**src/rtl/audio_i2s_pkg.sv**
```systemverilog
// Shared types for the codec-side I2S controller: FSM states, channel
// encoding and the default sample width.
package audio_i2s_pkg;

  localparam int SAMPLE_W_DEF = 16;

  typedef enum logic [1:0] {
    IDLE  = 2'd0,
    SHIFT = 2'd1,
    DONE  = 2'd2
  } state_t;

  typedef enum logic {
    LEFT  = 1'b0,
    RIGHT = 1'b1
  } chan_t;

endpackage

```
**src/rtl/audio_sync_edge.sv**
```systemverilog
// Two-flop synchronizer with a third aligned stage; level, rise and fall
// outputs all change in the same cycle, 3 clk after the pin edge.
module audio_sync_edge #(
  parameter int W = 1
) (
  input  logic         clk,
  input  logic         rst_n,
  input  logic [W-1:0] din,
  output logic [W-1:0] level,
  output logic [W-1:0] rise,
  output logic [W-1:0] fall
);

  logic [W-1:0] sync_p0;
  logic [W-1:0] sync_p1;

  always_ff @(posedge clk or negedge rst_n) begin
    if (!rst_n) begin
      sync_p0 <= '0;
      sync_p1 <= '0;
      level   <= '0;
      rise    <= '0;
      fall    <= '0;
    end else begin
      sync_p0 <= din;
      sync_p1 <= sync_p0;
      level   <= sync_p1;
      rise    <= sync_p1 & ~level;
      fall    <= ~sync_p1 & level;
    end
  end

endmodule

```
**src/rtl/audio_i2s_ctrl.sv**
```systemverilog
// I2S slave for a WM8731-style codec: captures ADC stereo pairs into a
// valid/ready stream and plays DAC pairs from a one-entry holding register.
module audio_i2s_ctrl
  import audio_i2s_pkg::*;
#(
  parameter int SAMPLE_W = SAMPLE_W_DEF
) (
  input  logic                clk_clk,
  input  logic                reset_reset_n,
  input  logic                enable,
  input  logic                audio_BCLK,
  input  logic                audio_ADCLRCK,
  input  logic                audio_ADCDAT,
  input  logic                audio_DACLRCK,
  output logic                audio_DACDAT,
  output logic                adc_valid,
  input  logic                adc_ready,
  output logic [SAMPLE_W-1:0] adc_left,
  output logic [SAMPLE_W-1:0] adc_right,
  output logic                adc_overrun,
  input  logic                dac_valid,
  output logic                dac_ready,
  input  logic [SAMPLE_W-1:0] dac_left,
  input  logic [SAMPLE_W-1:0] dac_right,
  output logic                dac_underrun
);

  localparam int CNT_W = (SAMPLE_W > 1) ? $clog2(SAMPLE_W) : 1;
  localparam logic [CNT_W-1:0] LAST_BIT = CNT_W'(SAMPLE_W - 1);

  logic       bclk_unused_lvl, bclk_rise, bclk_fall;
  logic [2:0] pins_lvl, pins_unused_rise, pins_unused_fall;
  logic       adclrck_s, adcdat_s, daclrck_s;

  audio_sync_edge #(.W(1)) u_bclk_sync (
    .clk   (clk_clk),
    .rst_n (reset_reset_n),
    .din   (audio_BCLK),
    .level (bclk_unused_lvl),
    .rise  (bclk_rise),
    .fall  (bclk_fall)
  );

  audio_sync_edge #(.W(3)) u_pin_sync (
    .clk   (clk_clk),
    .rst_n (reset_reset_n),
    .din   ({audio_ADCLRCK, audio_ADCDAT, audio_DACLRCK}),
    .level (pins_lvl),
    .rise  (pins_unused_rise),
    .fall  (pins_unused_fall)
  );

  assign adclrck_s = pins_lvl[2];
  assign adcdat_s  = pins_lvl[1];
  assign daclrck_s = pins_lvl[0];

  // ---- capture: synchronized pins -> shift register -> output pair
  state_t              cap_state;
  chan_t               cap_chan;
  logic [CNT_W-1:0]    cap_cnt;
  logic                adc_lrck_q, left_ok;
  logic [SAMPLE_W-1:0] cap_sr, left_stage, cap_word;
  logic                adc_lrck_chg, cap_last, pair_done;

  assign adc_lrck_chg = bclk_rise && (adclrck_s != adc_lrck_q);
  assign cap_word     = {cap_sr[SAMPLE_W-2:0], adcdat_s};
  assign cap_last     = enable && bclk_rise && !adc_lrck_chg &&
                        (cap_state == SHIFT) && (cap_cnt == LAST_BIT);
  // A right word only forms a pair if a complete left word preceded it.
  assign pair_done    = cap_last && (cap_chan == RIGHT) && left_ok;

  always_ff @(posedge clk_clk or negedge reset_reset_n) begin
    if (!reset_reset_n) begin
      cap_state  <= IDLE;
      cap_chan   <= LEFT;
      cap_cnt    <= '0;
      adc_lrck_q <= 1'b0;
      left_ok    <= 1'b0;
    end else begin
      if (bclk_rise) adc_lrck_q <= adclrck_s;
      if (!enable) begin
        cap_state <= IDLE;
        left_ok   <= 1'b0;
      end else if (adc_lrck_chg) begin
        cap_state <= SHIFT;
        cap_chan  <= chan_t'(adclrck_s);
        cap_cnt   <= '0;
        if (!adclrck_s) left_ok <= 1'b0;
      end else if (bclk_rise && cap_state == SHIFT) begin
        cap_cnt <= cap_cnt + 1'b1;
        if (cap_cnt == LAST_BIT) begin
          cap_state <= DONE;
          left_ok   <= (cap_chan == LEFT);
        end
      end
    end
  end

  always_ff @(posedge clk_clk) begin
    if (bclk_rise && cap_state == SHIFT) cap_sr <= cap_word;
    if (cap_last && cap_chan == LEFT) left_stage <= cap_word;
  end

  always_ff @(posedge clk_clk or negedge reset_reset_n) begin
    if (!reset_reset_n) begin
      adc_valid   <= 1'b0;
      adc_left    <= '0;
      adc_right   <= '0;
      adc_overrun <= 1'b0;
    end else begin
      adc_overrun <= 1'b0;
      if (!enable) begin
        adc_valid <= 1'b0;
      end else if (pair_done) begin
        adc_valid   <= 1'b1;
        adc_left    <= left_stage;
        adc_right   <= cap_word;
        adc_overrun <= adc_valid && !adc_ready;
      end else if (adc_ready) begin
        adc_valid <= 1'b0;
      end
    end
  end

  // ---- playback: holding register -> play latch -> serializer
  state_t              play_state;
  logic [CNT_W-1:0]    play_cnt;
  logic                dac_lrck_q, hold_full;
  logic [SAMPLE_W-1:0] hold_left, hold_right, play_right, play_sr;
  logic                dac_lrck_chg, left_start, dac_load;

  assign dac_lrck_chg = bclk_fall && (daclrck_s != dac_lrck_q);
  assign left_start   = enable && dac_lrck_chg && !daclrck_s;
  assign dac_ready    = enable && !hold_full;
  assign dac_load     = dac_valid && dac_ready;

  always_ff @(posedge clk_clk or negedge reset_reset_n) begin
    if (!reset_reset_n) begin
      play_state   <= IDLE;
      play_cnt     <= '0;
      dac_lrck_q   <= 1'b0;
      hold_full    <= 1'b0;
      play_right   <= '0;
      audio_DACDAT <= 1'b0;
      dac_underrun <= 1'b0;
    end else begin
      dac_underrun <= 1'b0;
      if (bclk_fall) dac_lrck_q <= daclrck_s;
      if (!enable) begin
        play_state   <= IDLE;
        hold_full    <= 1'b0;
        play_right   <= '0;
        audio_DACDAT <= 1'b0;
      end else begin
        if (dac_load) hold_full <= 1'b1;
        else if (left_start) hold_full <= 1'b0;
        if (left_start) begin
          play_right   <= hold_full ? hold_right : '0;
          dac_underrun <= !hold_full;
        end
        if (dac_lrck_chg) begin
          play_state   <= SHIFT;
          play_cnt     <= '0;
          audio_DACDAT <= 1'b0;
        end else if (bclk_fall) begin
          if (play_state == SHIFT) begin
            audio_DACDAT <= play_sr[SAMPLE_W-1];
            play_cnt     <= play_cnt + 1'b1;
            if (play_cnt == LAST_BIT) play_state <= DONE;
          end else begin
            audio_DACDAT <= 1'b0;
          end
        end
      end
    end
  end

  // Left word comes straight from the holding register at the left start.
  always_ff @(posedge clk_clk) begin
    if (dac_load) begin
      hold_left  <= dac_left;
      hold_right <= dac_right;
    end
    if (dac_lrck_chg)
      play_sr <= daclrck_s ? play_right : (hold_full ? hold_left : '0);
    else if (bclk_fall && play_state == SHIFT)
      play_sr <= play_sr << 1;
  end

endmodule

```
**config.mk**
```make
export PLATFORM = sky130hd
export DESIGN_NAME = audio_i2s_ctrl
export DESIGN_NICKNAME = d
export VERILOG_FILES = /design/src/rtl/audio_i2s_pkg.sv /design/src/rtl/audio_sync_edge.sv /design/src/rtl/audio_i2s_ctrl.sv
export SDC_FILE = /design/constraint.sdc
export NUM_CORES = 1
export LEC_CHECK = 0
export ABC_CLOCK_PERIOD_IN_PS = 8500
export CORE_MARGIN = 2
export CORE_UTILIZATION = 38
export CTS_CLUSTER_SIZE = 40
export DETAILED_ROUTE_END_ITERATION = 12
export GPL_ROUTABILITY_DRIVEN = 0
export HOLD_SLACK_MARGIN = 0.12
export PLACE_DENSITY = 0.7
export SLEW_MARGIN = 20
export SYNTH_ARGS = -nofsm -noshare
export SYNTH_HDL_FRONTEND = slang
export SYNTH_SLANG_ARGS = --single-unit
```
**constraint.sdc**
```tcl
create_clock -name clk_clk -period 8.5 [get_ports clk_clk]
set_input_delay 1.275 -clock clk_clk [delete_from_list [all_inputs] [get_ports clk_clk]]
set_output_delay 1.275 -clock clk_clk [all_outputs]
set_load 0.02 [all_outputs]
```
# ---- Word level (Yosys, flattened, before mapping)
# Cells that the tools add are included.
dict set report op_classes {
  addsub 2
  eq_ne 15
  n_mux 40
  n_bitwise 5
  n_reduce_logical 31
}
# operator count
set ops {}
lappend ops {{16-bit 2-to-1 mux} 7}
lappend ops {{3-bit by 1-bit inequality test with 1-bit output (second input constant)} 7}
lappend ops {{4-bit 2-to-1 mux} 5}
lappend ops {{1-bit 2-to-1 mux} 19}
lappend ops {{2-bit 2-to-1 mux} 9}
lappend ops {{1-bit logical AND} 16}
lappend ops {{3-bit AND reduction} 3}
lappend ops {{4-bit by 1-bit adder with 4-bit output (second input constant)} 2}
lappend ops {{4-bit equality test (second input constant)} 2}
lappend ops {{2-bit AND reduction} 4}
lappend ops {{2-bit nonzero test} 4}
lappend ops {{2-bit by 1-bit equality test with 1-bit output (second input constant)} 2}
lappend ops {{1-bit logical NOT} 4}
lappend ops {{3-bit inequality test (second input constant)} 1}
lappend ops {{1-bit inverter} 3}
lappend ops {{1-bit bitwise AND} 2}
lappend ops {{1-bit inequality test} 2}
lappend ops {{2-bit by 1-bit inequality test with 1-bit output (second input constant)} 1}
dict set report word_totals {
  ff_bits 162
}

# ---- Logic depth before layout (Yosys ltp)
dict set report logic_depth {
  word_depth 10
  mapped_depth 5
  mapped_depth_nobuf 4
}

# ---- Modules after synthesis
# Synthesis repeated with hierarchy kept, for this count alone.
dict set report unflattened {
  hier_cells 379
  hier_area_um2 6283.5
}
# mod instances cells_per_inst area_each_um2 seq_area_each_um2
set by_module_without_submodules {}
lappend by_module_without_submodules {audio_i2s_ctrl 1 351 5715.5 4098.9}
lappend by_module_without_submodules {{audio_sync_edge at u_pin_sync} 1 21 427.9 375.4}
lappend by_module_without_submodules {{audio_sync_edge at u_bclk_sync} 1 7 140.1 125.1}

# ---- Worst setup path after synthesis
# OpenSTA, ideal clock, no wires.
dict set report synth_timing {
  path_kind {input to register}
  from {input enable}
  to {register hold_left[0], enable pin}
  arrival_time_ns 2.527
  slack_ns 5.580
  stages 2
  n_path_buf 0
  path_cell_list {nor2b_1 -> and2_1}
}
dict set report synth_via {
  elab_chain_len 2
}
# item line_no
set synth_rtl {}
lappend synth_rtl {{start, declared} audio_i2s_ctrl.sv:10} ;# input logic enable,
lappend synth_rtl {{1-bit logical AND} audio_i2s_ctrl.sv:134} ;# assign dac_ready = enable && !hold_full;
lappend synth_rtl {{1-bit logical AND} audio_i2s_ctrl.sv:135} ;# assign dac_load = dac_valid && dac_ready;
lappend synth_rtl {{net dac_load} audio_i2s_ctrl.sv:130} ;# logic dac_lrck_chg, left_start, dac_load;
lappend synth_rtl {{end signal, assigned} audio_i2s_ctrl.sv:181} ;# hold_left <= dac_left;
lappend synth_rtl {{end, declared} audio_i2s_ctrl.sv:129} ;# logic [SAMPLE_W-1:0] hold_left, hold_right, play_right, play_sr;
# The timed path passes the listed nets, and every way through them passes these cells.
# A chain may end at the register's enable or synchronous reset.

# ---- Worst setup path after layout
dict set report layout_timing {
  from {input enable}
  to {output dac_ready}
}
dict set report layout_via {
  elab_chain_len 1
}
# item line_no
set layout_rtl {}
lappend layout_rtl {{1-bit logical AND} audio_i2s_ctrl.sv:134}
lappend layout_rtl {{end, declared} audio_i2s_ctrl.sv:22} ;# output logic dac_ready,
# No other way between the ends.

==> impl_metrics.py <==
metrics = {
    "floorplanning": {
        "core_area_um2": 15700,
        "initial_core_util_pct": 38.4,
        "die_x_um": 130,
        "dieArea_um2": 16900,
        "std_cell_rows": 46,
        "pin_count": 78,
        "die_y_um": 130,
    },
    "worst_setup_path": {
        "crit_fanout": 32,
        "required_ns": 7.22,
        "cp-end-kind": "output pin",
        "cp_data_arrival_time_ns": 2.94,
        "path_class": "input pin to output pin",
        "start_kind": "input pin",
    },
    "detailed_routing": {
        "drt-initial-drc-count": 198,
        "drc_errors": 0,
        "first_pass_iters": 4,
        "ant_nets": 0,
        "wl_um": 10300,
        "wire_per_inst_um": 14.4,
        "vias_per_cell": 4.94,
        "via_count": 3515,
    },
    "clock_tree": {
        "cts_hold_buf": 0,
        "cts_setup_buffers": 0,
        "cts_buffers": 17,
        "clk_transition_reported_paths_ns": 0.06,
        "cts_tree": "done",
        "clock_sinks": 162,
        "post_cts_resized": 0,
        "clock_latency_ns": 0.42,
        "h-tree-depth": 4,
        "cts_root_buf": "clkbuf_16",
        "clockBufferDepth": 2,
    },
    "timing": {
        "fmax_mhz": 237,
        "rsz0062_at_grt": "no",
        "setup_viol": 0,
        "layout_min_cycle_time_ns": 4.22,
        "finalCritPeriodShare_pct": 49.6,
        "slew_headroom_pct": 31.1,
        "finalMaxSlewViolations": 0,
        "worst_slew_pin_slew_ns": 1.03,
        "hold_viol": 0,
        "skew_ns": 0.00593,
        "timing.setup.tns_ns": 0,
    },
    "logic_synthesis": {
        "synth_most_common_cell": "dfrtp_1",
        "yosys-top-cells-count": "83 x dfrtp_1, 79 x edfxtp_1, 33 x mux2_2",
        "ys_async_sr_fraction_pct": 51.2,
        "synth-seq-area-share_pct": 73.7,
        "synth_top_area_share_pct": 39.3,
        "netlist_instances": 403,
        "synth_area_leader_cell": "edfxtp_1",
        "synth-edff-count": 79,
        "synth_area_per_cell_um2": 15.0,
        "yosys_most_used_dff": "dfrtp_1",
        "ys_ff_latch": 162,
        "synthTopCellsByArea": "edfxtp_1 39%, dfrtp_1 34%, mux2_2 6.2%",
        "synth.net_count": 446,
        "synth_area_um2": 6040,
        "yosysWarningCount": 0,
        "ys_types": 43,
    },
    "power_and_ir_drop": {
        "p_leak_nw": 3.00,
        "ir_drop_mv": 0.146,
        "power_density_nw_per_um2": 226,
    },
    "layout": {
        "layout.nets": 525,
        "final_layout_size_suffix_gt1_share_pct": 14.3,
        "final_cells": 711,
        "fin_area_um2": 7620,
        "area_growth_pct": 26.2,
        "n_antenna_cell": 0,
    },
    "global_routing": {
        "grt_pass1_vias": 3566,
        "grt_overflow_total": 0,
        "antenna_found_initial": 0,
        "grt_use_total_pct": 13.1,
        "grt_first_pass_wirelength_um": 17200,
        "grt_start_max_net_pins": 84,
    },
    "placement": {
        "dpl_cell_area_um2": 7000,
        "place_inst": 678,
        "dp_hpwl_um": 6690,
        "port_buffers": 77,
    },
    "hold_path": {
        "holdCritPathClass": "flip-flop to flip-flop",
    },
    "flow_run": {
        "maxCapViolations": 0,
    },
    "run_status": {
        "status": "finished clean",
    },
}
-- critical path, stage by stage --
cell and delay [ns]:
clkdlybuf4s50_1 0.45, buf_4 0.31, nor2b_1 0.24, clkdlybuf4s50_1 0.64
-- path summary, 6_finish.rpt --
path,from,end,slack [ns],depth (start not counted)
setup / recovery,enable,dac_ready,4.28,4
hold / removal,u_pin_sync.sync_p0[0],u_pin_sync.sync_p1[0],0.35,0
setup reg to reg,cap_cnt[0],left_stage[9],6.22,4
hold reg to reg,u_pin_sync.sync_p0[0],u_pin_sync.sync_p1[0],0.35,0
max in group asynchronous,reset_reset_n,play_right[6],7.08,1
min in group asynchronous,reset_reset_n,adc_left[3],0.91,1
-- state kept, by name, summed over array words and instances (netlist names), 2 cells and up --
register / cells
u_pin_sync.sync_p1: 3
cap_state: 2
left_stage: 16
cap_cnt: 4
u_pin_sync.sync_p0: 3
play_sr: 16
hold_right: 16
u_pin_sync.level: 3
cap_sr: 15
hold_left: 16
play_right: 16
adc_left: 16
adc_right: 16
play_state: 2
play_cnt: 4
-- cells in the final DEF, fill, tap and decap left out, drive strengths merged, types with 11 or more instances in the layout --
cell type and count:
a21oi 30, nand3 21, clkdlybuf4s50 76, mux2 34, edfxtp 79, a22oi 15, o21ai 23, inv 11
nand2 27, clkbuf 21, dfrtp 83
-- area by class of cell --
cell class | instances | area, µm²
inverter | 8 | 30.0
sequential | 162 | 4450
clock inverter | 11 | 153
fill | 1344 | 8100
clock buffer | 21 | 450
tap | 216 | 270
timing repair buffer | 83 | 821
multi-input combinational | 210 | 1440
-- kinds of logic (layout without fill, tap and decap cells) --
family          count (synthesis)  after routing  share of synthesized area, %
compound gates                 89             89                          9.06
xor+xnor                        4              4                         0.581
simple gates                   81             81                          7.52
mux                            34             34                          6.34
fa+ha+maj                       2              2                         0.415
buf+inv                        31            123                          2.36
flops                         162            162                          73.7
-- through the flow --
stage | hold WS [ns] | total power [mW] | util [%] | setup slack [ns]
global route | 0.359 | 1.79 | 48.5 | 4.21
detailed placement | 0.336 | 0.966 | 44.5 | 4.28
CTS | 0.350 | 1.74 | 48.4 | 4.27
global placement | 0.333 | 0.961 | 44.5 | 4.30
floorplan | 0.331 | 0.923 | - | 5.58
finish | 0.348 | 1.72 | 48.5 | 4.28
-- routing by layer --
layer | vias to the layer above | track usage, % | part of all wire [%]
li1 | 1660 | - | -
met1 | 1736 | 16.5 | 44
met2 | 105 | 21.0 | 49
met3 | 14 | 4.18 | 5.7
met4 | 0 | 5.88 | 1.5
met5 | - | 0 | 0
-- where the power goes --
group	leakage, nW	total, mW	switching, mW	internal [mW]
registers	1.84	0.868	0.0184	0.850
clock network	0.292	0.773	0.300	0.473
logic	0.872	0.0819	0.0461	0.0358
No activity file was read; power rests on OpenSTA's default activity.
